File: src/rtl/traffic_conflict_monitor.sv
// Safety monitor between the signal controller and the lamp drivers: passes legal
// light/arrow codes through with one cycle of latency, latches a fault and flashes red otherwise.
module traffic_conflict_monitor #(
    parameter int PERSIST    = 2,
    parameter int MIN_YELLOW = 2,
    parameter int FLASH_HALF = 4,
    parameter int ALL_RED    = 4
) (
    input  logic       clk,
    input  logic       reset,
    input  logic [2:0] north_light_in,
    input  logic [2:0] south_light_in,
    input  logic [2:0] east_light_in,
    input  logic [2:0] west_light_in,
    input  logic       north_left_arrow_in,
    input  logic       north_right_arrow_in,
    input  logic       south_left_arrow_in,
    input  logic       south_right_arrow_in,
    input  logic       east_left_arrow_in,
    input  logic       east_right_arrow_in,
    input  logic       west_left_arrow_in,
    input  logic       west_right_arrow_in,
    input  logic       fault_clear,
    output logic [2:0] north_light,
    output logic [2:0] south_light,
    output logic [2:0] east_light,
    output logic [2:0] west_light,
    output logic       north_left_arrow,
    output logic       north_right_arrow,
    output logic       south_left_arrow,
    output logic       south_right_arrow,
    output logic       east_left_arrow,
    output logic       east_right_arrow,
    output logic       west_left_arrow,
    output logic       west_right_arrow,
    output logic       fault,
    output logic [2:0] fault_code
);

    localparam int PW   = $clog2(PERSIST + 1);
    localparam int CMAX = (FLASH_HALF > ALL_RED) ? FLASH_HALF : ALL_RED;
    localparam int CW   = $clog2(CMAX + 1);
    localparam int YW   = $clog2(MIN_YELLOW + 1);

    localparam logic [PW-1:0] PERSIST_C   = PW'(PERSIST);
    localparam logic [PW-1:0] PERS_ONE    = PW'(1);
    localparam logic [YW-1:0] MIN_Y_C     = YW'(MIN_YELLOW);
    localparam logic [YW-1:0] YEL_ONE     = YW'(1);
    localparam logic [CW-1:0] CNT_ONE     = CW'(1);
    localparam logic [CW-1:0] ALL_RED_END = CW'(ALL_RED - 1);
    localparam logic [CW-1:0] FLASH_END   = CW'(FLASH_HALF - 1);

    localparam logic [2:0] RED    = 3'b100;
    localparam logic [2:0] YELLOW = 3'b010;
    localparam logic [2:0] GREEN  = 3'b001;
    localparam logic [2:0] DARK   = 3'b000;

    typedef enum logic [1:0] {
        RECOVER = 2'd0,
        MONITOR = 2'd1,
        FAULT   = 2'd2
    } state_t;

    // Approach index: 0 north, 1 south, 2 east, 3 west; i^1 is the opposing approach.
    logic [3:0][2:0]    light_in_s;
    logic [3:0]         left_in_s, right_in_s;
    state_t             state_r, state_s;
    logic [CW-1:0]      cnt_r, cnt_s;
    logic               phase_r, phase_s;
    logic [PW-1:0]      pers_r, pers_s;
    logic [3:0][2:0]    prev_r, prev_s;
    logic [3:0][YW-1:0] yel_r, yel_s;
    logic               fault_r, fault_s;
    logic [2:0]         code_r, code_s;
    logic [3:0][2:0]    light_r, light_s;
    logic [3:0]         left_r, left_s, right_r, right_s;
    logic [6:1]         viol_s;
    logic               level_s, event_s;

    function automatic logic code_legal(input logic [2:0] c);
        case (c)
            RED, YELLOW, GREEN: return 1'b1;
            default:            return 1'b0;
        endcase
    endfunction

    function automatic logic [2:0] first_code(input logic [6:1] v);
        logic [2:0] c;
        c = 3'd0;
        for (int k = 6; k >= 1; k--) begin
            if (v[k]) c = 3'(k);
            else      c = c;
        end
        return c;
    endfunction

    assign light_in_s = {west_light_in, east_light_in, south_light_in, north_light_in};
    assign left_in_s  = {west_left_arrow_in, east_left_arrow_in, south_left_arrow_in, north_left_arrow_in};
    assign right_in_s = {west_right_arrow_in, east_right_arrow_in, south_right_arrow_in, north_right_arrow_in};

    // Level and event violation detection on the sampled inputs.
    always_comb begin
        viol_s    = 6'b000000;
        viol_s[2] = ((light_in_s[0] != RED) || (light_in_s[1] != RED)) &&
                    ((light_in_s[2] != RED) || (light_in_s[3] != RED));
        for (int i = 0; i < 4; i++) begin
            viol_s[1] = viol_s[1] | ~code_legal(light_in_s[i]);
            viol_s[3] = viol_s[3] | ((left_in_s[i] | right_in_s[i]) & (light_in_s[i] != GREEN));
            viol_s[4] = viol_s[4] | ((prev_r[i] == GREEN) & (light_in_s[i] == RED));
            viol_s[5] = viol_s[5] | ((prev_r[i] == YELLOW) & (light_in_s[i] == RED) & (yel_r[i] < MIN_Y_C));
            viol_s[6] = viol_s[6] | (right_in_s[i] & (light_in_s[i ^ 1] != RED));
        end
    end

    assign level_s = viol_s[1] | viol_s[2] | viol_s[3] | viol_s[6];
    assign event_s = viol_s[4] | viol_s[5];

    // Next-state, history and lamp output selection.
    always_comb begin
        state_s = state_r;
        cnt_s   = cnt_r;
        phase_s = phase_r;
        pers_s  = pers_r;
        prev_s  = prev_r;
        yel_s   = yel_r;
        fault_s = fault_r;
        code_s  = code_r;
        light_s = {4{RED}};
        left_s  = 4'b0000;
        right_s = 4'b0000;
        case (state_r)
            RECOVER: begin
                if (cnt_r == ALL_RED_END) begin
                    state_s = MONITOR;
                    cnt_s   = '0;
                    prev_s  = light_in_s;
                    yel_s   = '0;
                    pers_s  = '0;
                    light_s = light_in_s;
                    left_s  = left_in_s;
                    right_s = right_in_s;
                end else begin
                    cnt_s = cnt_r + CNT_ONE;
                end
            end
            MONITOR: begin
                if (level_s) pers_s = (pers_r == PERSIST_C) ? pers_r : pers_r + PERS_ONE;
                else         pers_s = '0;
                prev_s = light_in_s;
                for (int i = 0; i < 4; i++) begin
                    if (light_in_s[i] == YELLOW) yel_s[i] = (yel_r[i] == MIN_Y_C) ? yel_r[i] : yel_r[i] + YEL_ONE;
                    else                         yel_s[i] = '0;
                end
                if (event_s || (pers_s == PERSIST_C)) begin
                    state_s = FAULT;
                    fault_s = 1'b1;
                    code_s  = first_code(viol_s);
                    cnt_s   = '0;
                    phase_s = 1'b0;
                end else begin
                    light_s = light_in_s;
                    left_s  = left_in_s;
                    right_s = right_in_s;
                end
            end
            FAULT: begin
                if (fault_clear) begin
                    state_s = RECOVER;
                    fault_s = 1'b0;
                    code_s  = 3'd0;
                    cnt_s   = '0;
                    phase_s = 1'b0;
                end else if (cnt_r == FLASH_END) begin
                    cnt_s   = '0;
                    phase_s = ~phase_r;
                end else begin
                    cnt_s = cnt_r + CNT_ONE;
                end
                light_s = phase_s ? {4{DARK}} : {4{RED}};
            end
            default: begin
                state_s = RECOVER;
                cnt_s   = '0;
                phase_s = 1'b0;
                fault_s = 1'b0;
                code_s  = 3'd0;
            end
        endcase
    end

    // State, history and registered lamp outputs with synchronous active-low reset.
    always_ff @(posedge clk) begin
        if (!reset) begin
            state_r <= RECOVER;
            cnt_r   <= '0;
            phase_r <= 1'b0;
            pers_r  <= '0;
            prev_r  <= {4{RED}};
            yel_r   <= '0;
            fault_r <= 1'b0;
            code_r  <= 3'd0;
            light_r <= {4{RED}};
            left_r  <= 4'b0000;
            right_r <= 4'b0000;
        end else begin
            state_r <= state_s;
            cnt_r   <= cnt_s;
            phase_r <= phase_s;
            pers_r  <= pers_s;
            prev_r  <= prev_s;
            yel_r   <= yel_s;
            fault_r <= fault_s;
            code_r  <= code_s;
            light_r <= light_s;
            left_r  <= left_s;
            right_r <= right_s;
        end
    end

    assign north_light       = light_r[0];
    assign south_light       = light_r[1];
    assign east_light        = light_r[2];
    assign west_light        = light_r[3];
    assign north_left_arrow  = left_r[0];
    assign south_left_arrow  = left_r[1];
    assign east_left_arrow   = left_r[2];
    assign west_left_arrow   = left_r[3];
    assign north_right_arrow = right_r[0];
    assign south_right_arrow = right_r[1];
    assign east_right_arrow  = right_r[2];
    assign west_right_arrow  = right_r[3];
    assign fault             = fault_r;
    assign fault_code        = code_r;

endmodule

File: config.mk
export PLATFORM = sky130hd
export DESIGN_NAME = traffic_conflict_monitor
export DESIGN_NICKNAME = d
export VERILOG_FILES = /design/src/rtl/traffic_conflict_monitor.sv
export SDC_FILE = /design/constraint.sdc
export NUM_CORES = 1
export LEC_CHECK = 0
export ABC_AREA = 1
export CORE_MARGIN = 1
export CORE_UTILIZATION = 51
export CTS_BUF_LIST = sky130_fd_sc_hd__clkbuf_16
export DETAILED_ROUTE_END_ITERATION = 10
export GPL_ROUTABILITY_DRIVEN = 0
export PLACE_DENSITY_LB_ADDON = 0.08
export SETUP_SLACK_MARGIN = 0.1
export SYNTH_ARGS = -nofsm -noshare
export SYNTH_HDL_FRONTEND = slang
export SYNTH_SLANG_ARGS = --single-unit
export TNS_END_PERCENT = 30
File: constraint.sdc
create_clock -name clk -period 2.22 [get_ports clk]
set_clock_uncertainty 0.1 [all_clocks]
set_input_delay 0.222 -clock clk [delete_from_list [all_inputs] [get_ports clk]]
set_output_delay 0.222 -clock clk [all_outputs]
set_load 0.03 [all_outputs]
==> impl_results.md <==
- Final antenna-violating net count: 0
- Unique masters post-synth: 33
- Largest net degree at the start of global routing: 21
- Async S/R FF share, synth: 0
- Vias: 2303
- Hold Fails Final Rpt: 0
- IO Pins: 47
- Starting DRT DRC Count: 153
- Syn_area_per_cell: 7.68 sq um
- Final HPWL DP: 4.39 mm
- Ant diodes: 0
- Ys flop type: dfxtp_1
- P_leak: 1.32 nW
- GR met2 Demand/Resource: 0.399
- Clk sink count: 52
- Design Area, Final: 0.00321 sq mm
- Vias per std cell: 5.18
- Synth top cells by count: nand2_1, dfxtp_1, inv_1
- Seq/Total Area, Yosys: 0.418
- Syn_nets: 353
- Final Setup Violations: 0
- PwrDens: 870 mW/mm^2
- Number of fillers in the final layout: 434
- Most frequent cell after synthesis: nand2_1
- EDFF count, synth: 0
- CTS tree: built
- Tot GR Track Use: 0.256
- Final hold slack: 0.344 ns
- Power Total: 2.79 mW
- CTS root buffer: clkbuf_16
- Crit-path cells: ha_1 > inv_1 > nor2_1 > nand2_1 > nand2_2 > buf_4 > o31ai_1 > o21ai_0 > a21oi_1
- Arrival time worst endpoint: 1.96 ns
- Final core occ: 0.679
- Hold path depth: 2
- Layout cells sized above 1: 0.172
- H-Tree Depth: 2
- Multi-input gate area: 0.00120 sq mm
- CP required: 2.30 ns
- FF-to-FF setup slack: 0.34 ns
- Initial Util: 0.527
- Critical path capture point: yel_r[4]$_SDFFE_PN0P_
- Peak fanout along the critical path: 11
- Initial antenna violation count: 0
- Routed WL: 5.99 mm
- Std-Cell Rows: 25
- Chip Width: 71.9 um
- 1st-pass router iterations: 4
- Port Buf Inserts: 46
- Clock Pin Slew Worst Setup and Hold Paths: 0.06 ns
- Crit path max-delay family: simple AND/OR/NAND/NOR gates
- Core ar.: 0.00472 sq mm
- Clk buf depth: 2
- Ys Warns: 0
- Top post-synthesis cells by area: dfxtp_1, nand2_1, inv_1
- Non-filler cells, final: 445
- Hold Crit Class: reg -> reg
- Met1 Track Usage GR: 0.344
- Die area: 0.00517 sq mm
- Final period util: 0.846
- VDD IR max: 0.541 mV
- Synthesized area: 0.00249 sq mm
- Clock Latency Late Sink: 0.29 ns
- Slowest cell on the critical path: dfxtp_1
- Slowest stage delay, CP: 0.36 ns
- Unrepaired setup endpoints after global routing: false
- Cells after Synth: 324
- CP endpoint kind: register
- Worst reg2reg startpoint: cnt_r[0]$_SDFFE_PN0P_
- Total global routing overflow: 0
- Area delta synth->final: 28.9%
- Global-route wire length before repair: 9.94 mm
- Chip Height: 71.9 um
- Placed Cells: 438
- Reg-to-Reg End: yel_r[4]$_SDFFE_PN0P_
- DP Area: 0.00306 sq mm
- WL per Instance: 13.5 um
- Yosys reg bits: 52
- TritonCTS Buffers: 5
- Slew @ Worst Pin: 0.425 ns
- Slew Viols, Final: 0
- Register area: 0.00104 sq mm
- Residual DRC: 0
- Min cycle time layout: 1.88 ns
- Critical Path Start Type: register
- Nets: 407
- Relative slew slack: 0.716
- Synth area leader: dfxtp_1
- Buf/Inv on CP: 2
- Status: completed
- Gr busiest metal: met2
- Vias in the first global route: 2143
- Met3 Track Usage GR: 0.0647
- Cells on worst reg2reg path: 9
- Yosys top cell area share: 0.418
- Critical path class: reg -> reg
- Max-cap violation count: 0
- Worst path depth: 9
- Max Fclk: 532 MHz
- Critical path origin: cnt_r[0]$_SDFFE_PN0P_
sequential cells by signal, summed over array words and instances (netlist names), 3 cells and up:
name and count:
south_light 3, north_light 3, right_r 4, west_light 3, east_light 3, cnt_r 3, left_r 4, yel_r 8
prev_r 12, fault_code 3
cell usage in the layout, fill, tap and decap left out, types with 7 or more instances in the layout:
cell,instances
o21ai_0,15
nor3_2,8
nand3_1,23
o211ai_1,8
clkdlybuf4s50_1,46
nand3_2,7
nand2_1,51
nor3_1,18
nor2_1,14
a21oi_1,25
dfxtp_1,52
buf_4,10
inv_2,15
inv_1,40
area by class of cell:
class | count | area share
clock buffers | 5 | 0.0390
multi-input cells | 207 | 0.375
repair buffers | 56 | 0.167
clock inverters | 2 | 0.00273
well taps | 67 | 0.0261
flip-flops and latches | 52 | 0.324
inverters | 56 | 0.0663
per-stage QoR:
| step | TNS, ns | worst slack, ns |
|---|---|---|
| after detailed placement | -0.0134 | -0.00943 |
| after global routing | 0 | 0.149 |
| after global placement | -0.0584 | -0.0371 |
| after floorplan | 0 | 0.565 |
| final | 0 | 0.341 |
| after CTS | 0 | 0.144 |
kinds of logic (layout without fill, tap and decap cells):
| family | count (synthesis) | count (layout) | share of synthesized area |
|---|---|---|---|
| DFF | 52 | 52 | 0.418 |
| and+or+nand+nor | 142 | 142 | 0.315 |
| AOI/OAI and AO/OA | 59 | 59 | 0.134 |
| buffers and inverters | 65 | 119 | 0.104 |
| adders and majority gates | 6 | 6 | 0.0301 |
power breakdown:
part | internal [mW] | switching (mW) | leakage [nW] | total, mW
Sequential | 1.11 | 0.0962 | 0.422 | 1.20
Clock | 0.406 | 0.321 | 0.0709 | 0.727
Combinational | 0.318 | 0.543 | 0.829 | 0.861
layer usage:
layer	share of wire	wire [um]	vias up
li1	-	-	1170
met1	0.47	2830	1056
met2	0.46	2730	68
met3	0.055	329	9
met4	0.016	98	0
met5	0	0	-
repair_timing:
action,4_1_cts,5_1_grt
buffers inserted,0,0
hold buffers,0,0
resized for setup,0,3
endpoints found under the setup margin,0,8
worst register-to-register path, cell delays in order, from the launching register on:
cell     delay [ns]
dfxtp_1        0.36
ha_1           0.15
inv_1          0.04
nor2_1         0.23
nand2_1        0.19
nand2_2        0.19
buf_4          0.20
o31ai_1        0.10
o21ai_0        0.16
a21oi_1        0.05
how the worst min path moves through the flow:
| stage | from | endpoint | slack (ns) |
|---|---|---|---|
| floorplan | west_right_arrow_in | right_r[3]$_SDFF_PN0_ | 0.24 |
| global placement | cnt_r[2]$_SDFFE_PN0P_ | cnt_r[2]$_SDFFE_PN0P_ | 0.33 |
| detailed placement | cnt_r[2]$_SDFFE_PN0P_ | cnt_r[2]$_SDFFE_PN0P_ | 0.33 |
| CTS | cnt_r[2]$_SDFFE_PN0P_ | cnt_r[2]$_SDFFE_PN0P_ | 0.34 |
| global route | cnt_r[2]$_SDFFE_PN0P_ | cnt_r[2]$_SDFFE_PN0P_ | 0.36 |
| finish | cnt_r[2]$_SDFFE_PN0P_ | cnt_r[2]$_SDFFE_PN0P_ | 0.34 |
Note: power is estimated with default switching activity, not from simulation.
